## src/rtl/decode_stage.sv

```systemverilog
// -----------------------------------------------------------------------------
// decode_stage
//   Decode stage of a Y86-64 style pipeline. Derives register-file read
//   addresses and destination IDs from the decode pipeline register, selects
//   operand values through a forwarding network, and holds the execute-stage
//   pipeline register.
//
// Ports
//   clk, rst                 : clock, synchronous active-high reset
//   D_*                      : decode pipeline register contents
//   d_srcA, d_srcB           : combinational register-file read addresses
//   rf_valA, rf_valB         : register-file read data for d_srcA / d_srcB
//   e_*/M_*/m_valM/W_*       : forwarding tags and values, youngest first
//   E_bubble                 : load a bubble into the execute register
//   E_*                      : registered execute pipeline register
// -----------------------------------------------------------------------------
module decode_stage (
    input  logic        clk,
    input  logic        rst,
    input  logic [3:0]  D_icode,
    input  logic [3:0]  D_ifun,
    input  logic [3:0]  D_rA,
    input  logic [3:0]  D_rB,
    input  logic [63:0] D_valC,
    input  logic [63:0] D_valP,
    input  logic [3:0]  D_stat,
    output logic [3:0]  d_srcA,
    output logic [3:0]  d_srcB,
    input  logic [63:0] rf_valA,
    input  logic [63:0] rf_valB,
    input  logic [3:0]  e_dstE,
    input  logic [63:0] e_valE,
    input  logic [3:0]  M_dstE,
    input  logic [63:0] M_valE,
    input  logic [3:0]  M_dstM,
    input  logic [63:0] m_valM,
    input  logic [3:0]  W_dstE,
    input  logic [63:0] W_valE,
    input  logic [3:0]  W_dstM,
    input  logic [63:0] W_valM,
    input  logic        E_bubble,
    output logic [3:0]  E_icode,
    output logic [3:0]  E_ifun,
    output logic [63:0] E_valC,
    output logic [63:0] E_valA,
    output logic [63:0] E_valB,
    output logic [3:0]  E_dstE,
    output logic [3:0]  E_dstM,
    output logic [3:0]  E_srcA,
    output logic [3:0]  E_srcB,
    output logic [3:0]  E_stat
);

    localparam logic [3:0] REG_NONE = 4'hF;
    localparam logic [3:0] REG_RSP  = 4'h4;

    localparam logic [3:0] I_NOP    = 4'h1;
    localparam logic [3:0] I_RRMOVQ = 4'h2;
    localparam logic [3:0] I_IRMOVQ = 4'h3;
    localparam logic [3:0] I_RMMOVQ = 4'h4;
    localparam logic [3:0] I_MRMOVQ = 4'h5;
    localparam logic [3:0] I_OPQ    = 4'h6;
    localparam logic [3:0] I_JXX    = 4'h7;
    localparam logic [3:0] I_CALL   = 4'h8;
    localparam logic [3:0] I_RET    = 4'h9;
    localparam logic [3:0] I_PUSHQ  = 4'hA;
    localparam logic [3:0] I_POPQ   = 4'hB;

    localparam logic [3:0] STAT_AOK = 4'h1;

    logic [3:0]  d_dstE;
    logic [3:0]  d_dstM;
    logic [63:0] d_valA;
    logic [63:0] d_valB;

    logic [3:0]  e_icode_d, e_icode_q;
    logic [3:0]  e_ifun_d,  e_ifun_q;
    logic [63:0] e_valC_d,  e_valC_q;
    logic [63:0] e_valA_d,  e_valA_q;
    logic [63:0] e_valB_d,  e_valB_q;
    logic [3:0]  e_dstE_d,  e_dstE_q;
    logic [3:0]  e_dstM_d,  e_dstM_q;
    logic [3:0]  e_srcA_d,  e_srcA_q;
    logic [3:0]  e_srcB_d,  e_srcB_q;
    logic [3:0]  e_stat_d,  e_stat_q;

    // Register ID selection
    always_comb begin
        d_srcA = REG_NONE;
        d_srcB = REG_NONE;
        d_dstE = REG_NONE;
        d_dstM = REG_NONE;

        case (D_icode)
            I_RRMOVQ, I_RMMOVQ, I_OPQ, I_PUSHQ: d_srcA = D_rA;
            I_RET, I_POPQ:                      d_srcA = REG_RSP;
            default:                            d_srcA = REG_NONE;
        endcase

        case (D_icode)
            I_RMMOVQ, I_MRMOVQ, I_OPQ:          d_srcB = D_rB;
            I_CALL, I_RET, I_PUSHQ, I_POPQ:     d_srcB = REG_RSP;
            default:                            d_srcB = REG_NONE;
        endcase

        case (D_icode)
            I_RRMOVQ, I_IRMOVQ, I_OPQ:          d_dstE = D_rB;
            I_CALL, I_RET, I_PUSHQ, I_POPQ:     d_dstE = REG_RSP;
            default:                            d_dstE = REG_NONE;
        endcase

        case (D_icode)
            I_MRMOVQ, I_POPQ:                   d_dstM = D_rA;
            default:                            d_dstM = REG_NONE;
        endcase
    end

    // Forwarding select: youngest producer first. A "none" source yields 0;
    // since the source is then never equal to a real ID, a "none" tag can
    // only match a "none" source, which is filtered out first.
    function automatic logic [63:0] fwd_sel(input logic [3:0]  src,
                                            input logic [63:0] rf_val,
                                            input logic [3:0]  t_eE, input logic [63:0] v_eE,
                                            input logic [3:0]  t_MM, input logic [63:0] v_MM,
                                            input logic [3:0]  t_ME, input logic [63:0] v_ME,
                                            input logic [3:0]  t_WM, input logic [63:0] v_WM,
                                            input logic [3:0]  t_WE, input logic [63:0] v_WE);
        if (src == REG_NONE)  return '0;
        else if (src == t_eE) return v_eE;
        else if (src == t_MM) return v_MM;
        else if (src == t_ME) return v_ME;
        else if (src == t_WM) return v_WM;
        else if (src == t_WE) return v_WE;
        else                  return rf_val;
    endfunction

    always_comb begin
        d_valA = '0;
        d_valB = '0;
        if (D_icode == I_JXX || D_icode == I_CALL)
            d_valA = D_valP;
        else
            d_valA = fwd_sel(d_srcA, rf_valA, e_dstE, e_valE, M_dstM, m_valM,
                             M_dstE, M_valE, W_dstM, W_valM, W_dstE, W_valE);
        d_valB = fwd_sel(d_srcB, rf_valB, e_dstE, e_valE, M_dstM, m_valM,
                         M_dstE, M_valE, W_dstM, W_valM, W_dstE, W_valE);
    end

    // Execute register next state: bubble or decoded instruction
    always_comb begin
        e_icode_d = D_icode;
        e_ifun_d  = D_ifun;
        e_valC_d  = D_valC;
        e_valA_d  = d_valA;
        e_valB_d  = d_valB;
        e_dstE_d  = d_dstE;
        e_dstM_d  = d_dstM;
        e_srcA_d  = d_srcA;
        e_srcB_d  = d_srcB;
        e_stat_d  = D_stat;
        if (E_bubble) begin
            e_icode_d = I_NOP;
            e_ifun_d  = '0;
            e_valC_d  = '0;
            e_valA_d  = '0;
            e_valB_d  = '0;
            e_dstE_d  = REG_NONE;
            e_dstM_d  = REG_NONE;
            e_srcA_d  = REG_NONE;
            e_srcB_d  = REG_NONE;
            e_stat_d  = STAT_AOK;
        end
    end

    always_ff @(posedge clk) begin
        if (rst) begin
            e_icode_q <= I_NOP;
            e_ifun_q  <= '0;
            e_valC_q  <= '0;
            e_valA_q  <= '0;
            e_valB_q  <= '0;
            e_dstE_q  <= REG_NONE;
            e_dstM_q  <= REG_NONE;
            e_srcA_q  <= REG_NONE;
            e_srcB_q  <= REG_NONE;
            e_stat_q  <= STAT_AOK;
        end else begin
            e_icode_q <= e_icode_d;
            e_ifun_q  <= e_ifun_d;
            e_valC_q  <= e_valC_d;
            e_valA_q  <= e_valA_d;
            e_valB_q  <= e_valB_d;
            e_dstE_q  <= e_dstE_d;
            e_dstM_q  <= e_dstM_d;
            e_srcA_q  <= e_srcA_d;
            e_srcB_q  <= e_srcB_d;
            e_stat_q  <= e_stat_d;
        end
    end

    assign E_icode = e_icode_q;
    assign E_ifun  = e_ifun_q;
    assign E_valC  = e_valC_q;
    assign E_valA  = e_valA_q;
    assign E_valB  = e_valB_q;
    assign E_dstE  = e_dstE_q;
    assign E_dstM  = e_dstM_q;
    assign E_srcA  = e_srcA_q;
    assign E_srcB  = e_srcB_q;
    assign E_stat  = e_stat_q;

endmodule

```

## config.mk

```make
export PLATFORM = sky130hd
export DESIGN_NAME = decode_stage
export DESIGN_NICKNAME = d
export VERILOG_FILES = /design/src/rtl/decode_stage.sv
export SDC_FILE = /design/constraint.sdc
export NUM_CORES = 1
export LEC_CHECK = 0
export BUFFER_PORTS_ARGS = -buffer_cell sky130_fd_sc_hd__buf_2
export CAP_MARGIN = 20
export CORE_AREA = 10 10 318 320
export CTS_BUF_LIST = sky130_fd_sc_hd__clkbuf_4 sky130_fd_sc_hd__clkbuf_8 sky130_fd_sc_hd__clkbuf_16
export DETAILED_ROUTE_END_ITERATION = 8
export DIE_AREA = 0 0 328 330
export GPL_ROUTABILITY_DRIVEN = 0
export PLACE_DENSITY = 0.36
export SLEW_MARGIN = 0
export SYNTH_ARGS = -nofsm -noshare
export SYNTH_HDL_FRONTEND = slang
export SYNTH_SLANG_ARGS = --single-unit
```

## constraint.sdc

```tcl
create_clock -name clk -period 5.4 [get_ports clk]
set_input_delay 0.27 -clock clk [delete_from_list [all_inputs] [get_ports clk]]
set_output_delay 0.27 -clock clk [all_outputs]
set_load 0.03 [all_outputs]
```

[Word level (Yosys, flattened, before mapping)]
Index checks and enable logic that the tools add are counted.
Storage, ports and cells
  register bits after elaboration: 220
  bits of input ports: 619
  output and inout bits: 228
Cells by class
  equality and inequality tests: 22
  muxes and demuxes: 15
  bitwise logic cells: 1
  reduce and logical (&&, ||, !) cells: 10
Operators by type and width (number)
  64-bit two-way mux: 12
  4-bit == test: 10
  4-bit == test (second input constant): 6
  4-bit case mux with 2 select lines: 3
  4-bit by 3-bit == test with 1-bit output (second input constant): 4
  3-bit OR reduction: 4
  4-bit by 2-bit == test with 1-bit output (second input constant): 2
  4-bit OR reduction: 2
  2-bit OR reduction: 3
  1-bit logical OR: 1
  1-bit NOT: 1

[Depth between registers and ports, before layout]
  word-level depth: 11
  depth in mapped cells: 11
  depth with buffers taken out: 8

[Worst setup path before layout]
No wires, ideal clock.
  path type: input to register
  start point: in D_icode[0]
  end point: reg e_valA_q[43] (netlist: E_valA[43])
  data arrival time: 2.467 ns
  slack: 2.811 ns
  stages: 9
  path buffers: 3
  path through: buf_2 > and3b_1 > nor3_2 > xor2_1 > nor4_1 > buf_2 > buf_2 > a311oi_1 > o311a_1
Between the ends
  cells in the longest elaborated chain, start to end: 11
  elaborated cells between the ends (all ways): 25
RTL lines
  start: declaration: line 20  | input logic [3:0] D_icode,
  4-bit == test (tied with other cells): line 94  | case (D_icode)
  4-bit OR reduction or 2-bit OR reduction (tied branches): line 94
  4-bit case mux with 2 select lines *: line 94
  via d_srcA[1]: line 27  | output logic [3:0] d_srcA,
  4-bit == test: line 133  | else if (src == t_WE) return v_WE;
  64-bit two-way mux: line 133
  64-bit two-way mux: line 132  | else if (src == t_WM) return v_WM;
  64-bit two-way mux: line 131  | else if (src == t_ME) return v_ME;
  64-bit two-way mux: line 130  | else if (src == t_MM) return v_MM;
  64-bit two-way mux: line 129  | else if (src == t_eE) return v_eE;
  64-bit two-way mux *: line 128  | if (src == REG_NONE) return '0;
  64-bit two-way mux *: line 140  | if (D_icode == I_JXX || D_icode == I_CALL)
  end signal: assignment: line 191  | e_valA_q <= e_valA_d;
  end: declaration: line 79  | logic [63:0] e_valA_d, e_valA_q;
Mark *: on every way through the listed nets, which the timed path passes. The rest lies on a longest branch.
A chain may end at the register's enable or synchronous reset.

[Worst setup path in the final report]
  start point: in D_icode[2]
  end point: reg e_valB_q[37] (netlist: E_valB[37])
Between the ends
  cells in the longest elaborated chain, start to end: 9
  elaborated cells between the ends (all ways): 22
RTL lines
  4-bit == test or 4-bit by 3-bit == test with 1-bit output (tied branches): line 100  | case (D_icode)
  4-bit OR reduction or 3-bit OR reduction (tied branches): line 100
  4-bit case mux with 2 select lines *: line 100
  4-bit == test: line 133
  64-bit two-way mux: line 133
  64-bit two-way mux: line 132
  64-bit two-way mux: line 131
  64-bit two-way mux: line 130
  64-bit two-way mux: line 129
  end signal: assignment: line 192  | e_valB_q <= e_valB_d;
  end: declaration: line 80  | logic [63:0] e_valB_d, e_valB_q;
Every way passes the cells marked *; elsewhere a longest branch is shown, timed or not.

==> impl_metrics.ini <==
[run_status]
status = complete, no violations

[clocking]
root_buffer = clkbuf_16
cts_tree = yes
clkSinkCount = 220
clockBufferDepth = 3
cts_setup_buffers = 0
ctsResizeCount = 0
numCtsBuffers = 30
clk_pin_slew_ns = 0.06
ctsHtreeMaxLevel = 1

[global_route]
grt.overflow.total = 0
grt_pass1_vias = 18847
grt_max_degree = 118
track_usage_pct = 17.78
antenna_found_initial = 36
grt_pass1_wl_mm = 142.5

[floorplan]
core_mm2 = 0.09459
ios = 847
initial_core_util_pct = 14.65
rows = 113
die_width_um = 328
die-height_um = 330
die-area_mm2 = 0.1082

[place]
pre_cts_ws_ns = 1.481
place_hpwl_mm = 75.92
io_buffers = 846

[synthesis]
synth.distinct_cells = 67
netlist.area_leader.share_pct = 31.79
ys_seq_area_share_pct = 31.79
synthesis.nets = 2289
yosys_warnings = 0
avgSynthCellArea_um2 = 8.296
ys_ff_latch = 220
yosysMostFrequentCell = nand2_1
synthTopCellsByArea = dfxtp_1, a22o_1, nand2_1
synth_top_cell_by_area = dfxtp_1
ys.flop_type = dfxtp_1
synth_area_mm2 = 0.01385
async_reset_ff_share_pct = 0
synthTopCellsByCount = nand2_1, dfxtp_1, a22o_1
syn_inst = 1670
synth_edf_count = 0

[run]
max-cap-violations = 0

[layout]
area_growth_pct = 58.11
finish.utilization_pct = 23.16
drive_gt1_share_pct = 37.61
nets = 3180

[route]
wire_per_inst_um = 26.66
viasPerCell = 4.600
first_iter_violations = 1092
drc = 0
routed_wl_mm = 102.9
num_vias = 17752
drt.antenna.violating_nets = 0
dr.pass1.iters = 5

[critical_path]
criticalPathCategory = in2reg
start_kind = input port
critical-path-slowest-cell = o211a_4
critPathArrivalTime_ns = 4.26
cp.required_ns = 5.89
cpPeakStageDelay_ns = 0.84
worstSetupEndpointType = register
critPathMaxFanout = 40
worstPathCellList = buf_2 -> nor2b_4 -> o311ai_1 -> a22o_1 -> nand3_4 -> o211a_4 -> buf_4 -> nand2_1 -> a32o_1 -> dlygate4sd3_1

[timing]
worst_pin_slew_ns = 1.024
timing.final.crit_share_pct = 69.95
maxClockFrequency_ghz = 0.2647
finalCriticalPeriod_ns = 3.777
rsz0062_at_grt = no
hold_viol = 0
relSlewSlack_pct = 31.74
whs_ns = 0.04520
report.final.slew_viol_count = 0
setup_violations = 0
setup-tns-final_ns = 0
fin_ws_ns = 1.623

[power_and_ir_drop]
power.density_mw_per_mm2 = 255.6
leakage_nw = 10.48
peakVddDrop_v = 0.0002846

[hold_path]
hold_end = E_valB[38]$_SDFF_PP0_
whs_path_depth = 4
hold_class = in2reg
hp-start = rf_valB[38]
[registers in the layout (all words and copies together) (netlist names)]
signal / flops
E_valB: 64
E_ifun: 4
E_icode: 4
E_srcB: 4
E_valC: 64
E_srcA: 4
E_stat: 4
E_valA: 64
E_dstE: 4
E_dstM: 4
[report_power, final]
part | switching [mW] | leakage, nW | internal, mW
combinational | 1.04 | 8.16 | 0.664
clock | 0.874 | 0.515 | 1.28
sequential | 0.0304 | 1.80 | 1.71
[through the flow]
step / cell area (µm²) / cells / total power [mW]
after CTS: 21880 / 3847 / 5.700
after global routing: 21900 / 3855 / 5.863
after detailed placement: 19330 / 3642 / 3.399
final: 21910 / 3859 / 5.600
after floorplan: 13850 / 1670 / 2.647
after global placement: 19320 / 3641 / 3.415
[layout by cell type, fill, tap and decap left out, drive strengths merged, types with 14 or more instances in the layout]
cell and n:
o21a 65, nand3b 65, clkbuf 38, dlygate4sd3 152
a311oi 64, xnor2 14, a21oi 73, nor2 71
mux2i 64, a32o 64, o21ai 74, buf 883
a22o 130, o311a 64, nand2 273, and2 76
a22oi 66, dfxtp 220
[worst max-delay path: cells and delay by family]
family / cells / cell delay (ns)
AOI/OAI and AO/OA: 4 / 1.54
buffers and inverters: 3 / 1.30
and+or+nand+nor: 3 / 1.08
[logic make-up (layout without fill, tap and decap cells)]
| group | after synthesis | in the layout | share of synthesized area (%) |
|---|---|---|---|
| other cells | 0 | 12 | 0 |
| mux | 64 | 64 | 4.624 |
| compound gates | 639 | 639 | 36.36 |
| xor+xnor | 17 | 17 | 1.075 |
| buf+inv | 186 | 1098 | 6.511 |
| flops | 220 | 220 | 31.79 |
| simple gates | 544 | 544 | 19.64 |
[routing by layer]
metal / share of wire (%) / vias up / wire, µm / GRT usage [%]
met1: 39 / 8604 / 39690 / 19.85
met3: 8.4 / 158 / 8627 / 5.327
met4: 2.5 / 30 / 2623 / 4.962
met5: 0.18 / - / 187 / 0
met2: 50 / 808 / 51770 / 32.30
li1: - / 8152 / - / -
[how the worst max path moves through the flow]
stage	startpoint	end	slack, ns	cells after the start
4_1_cts	D_icode[2]	E_valB[37]$_SDFF_PP0_	1.61	10
5_1_grt	D_icode[2]	E_valB[37]$_SDFF_PP0_	1.39	10
3_3_place_gp	D_icode[3]	E_valA[49]$_SDFF_PP0_	1.51	9
6_report	D_icode[2]	E_valB[37]$_SDFF_PP0_	1.62	10
2_1_floorplan	D_icode[0]	E_valA[43]$_SDFF_PP0_	2.81	9
3_5_place_dp	D_icode[2]	E_valB[0]$_SDFF_PP0_	1.48	9
[area by class of cell]
class / instances / area (µm²)
Fill cell: 10604 / 72680
Multi-Input combinational cell: 1264 / 8701
Timing Repair Buffer: 1035 / 6128
Sequential cell: 220 / 4404
Tap cell: 1265 / 1583
Clock buffer: 38 / 840.8
Clock inverter: 15 / 181.4
Inverter: 10 / 37.54
Antenna cell: 12 / 30.03
[timing repair]
action / CTS / global route
endpoints found under the setup margin: 0 / 0
hold endpoints to repair: 142 / 0
hold buffers: 152 / 0
Power figures use the tool's default switching activity.
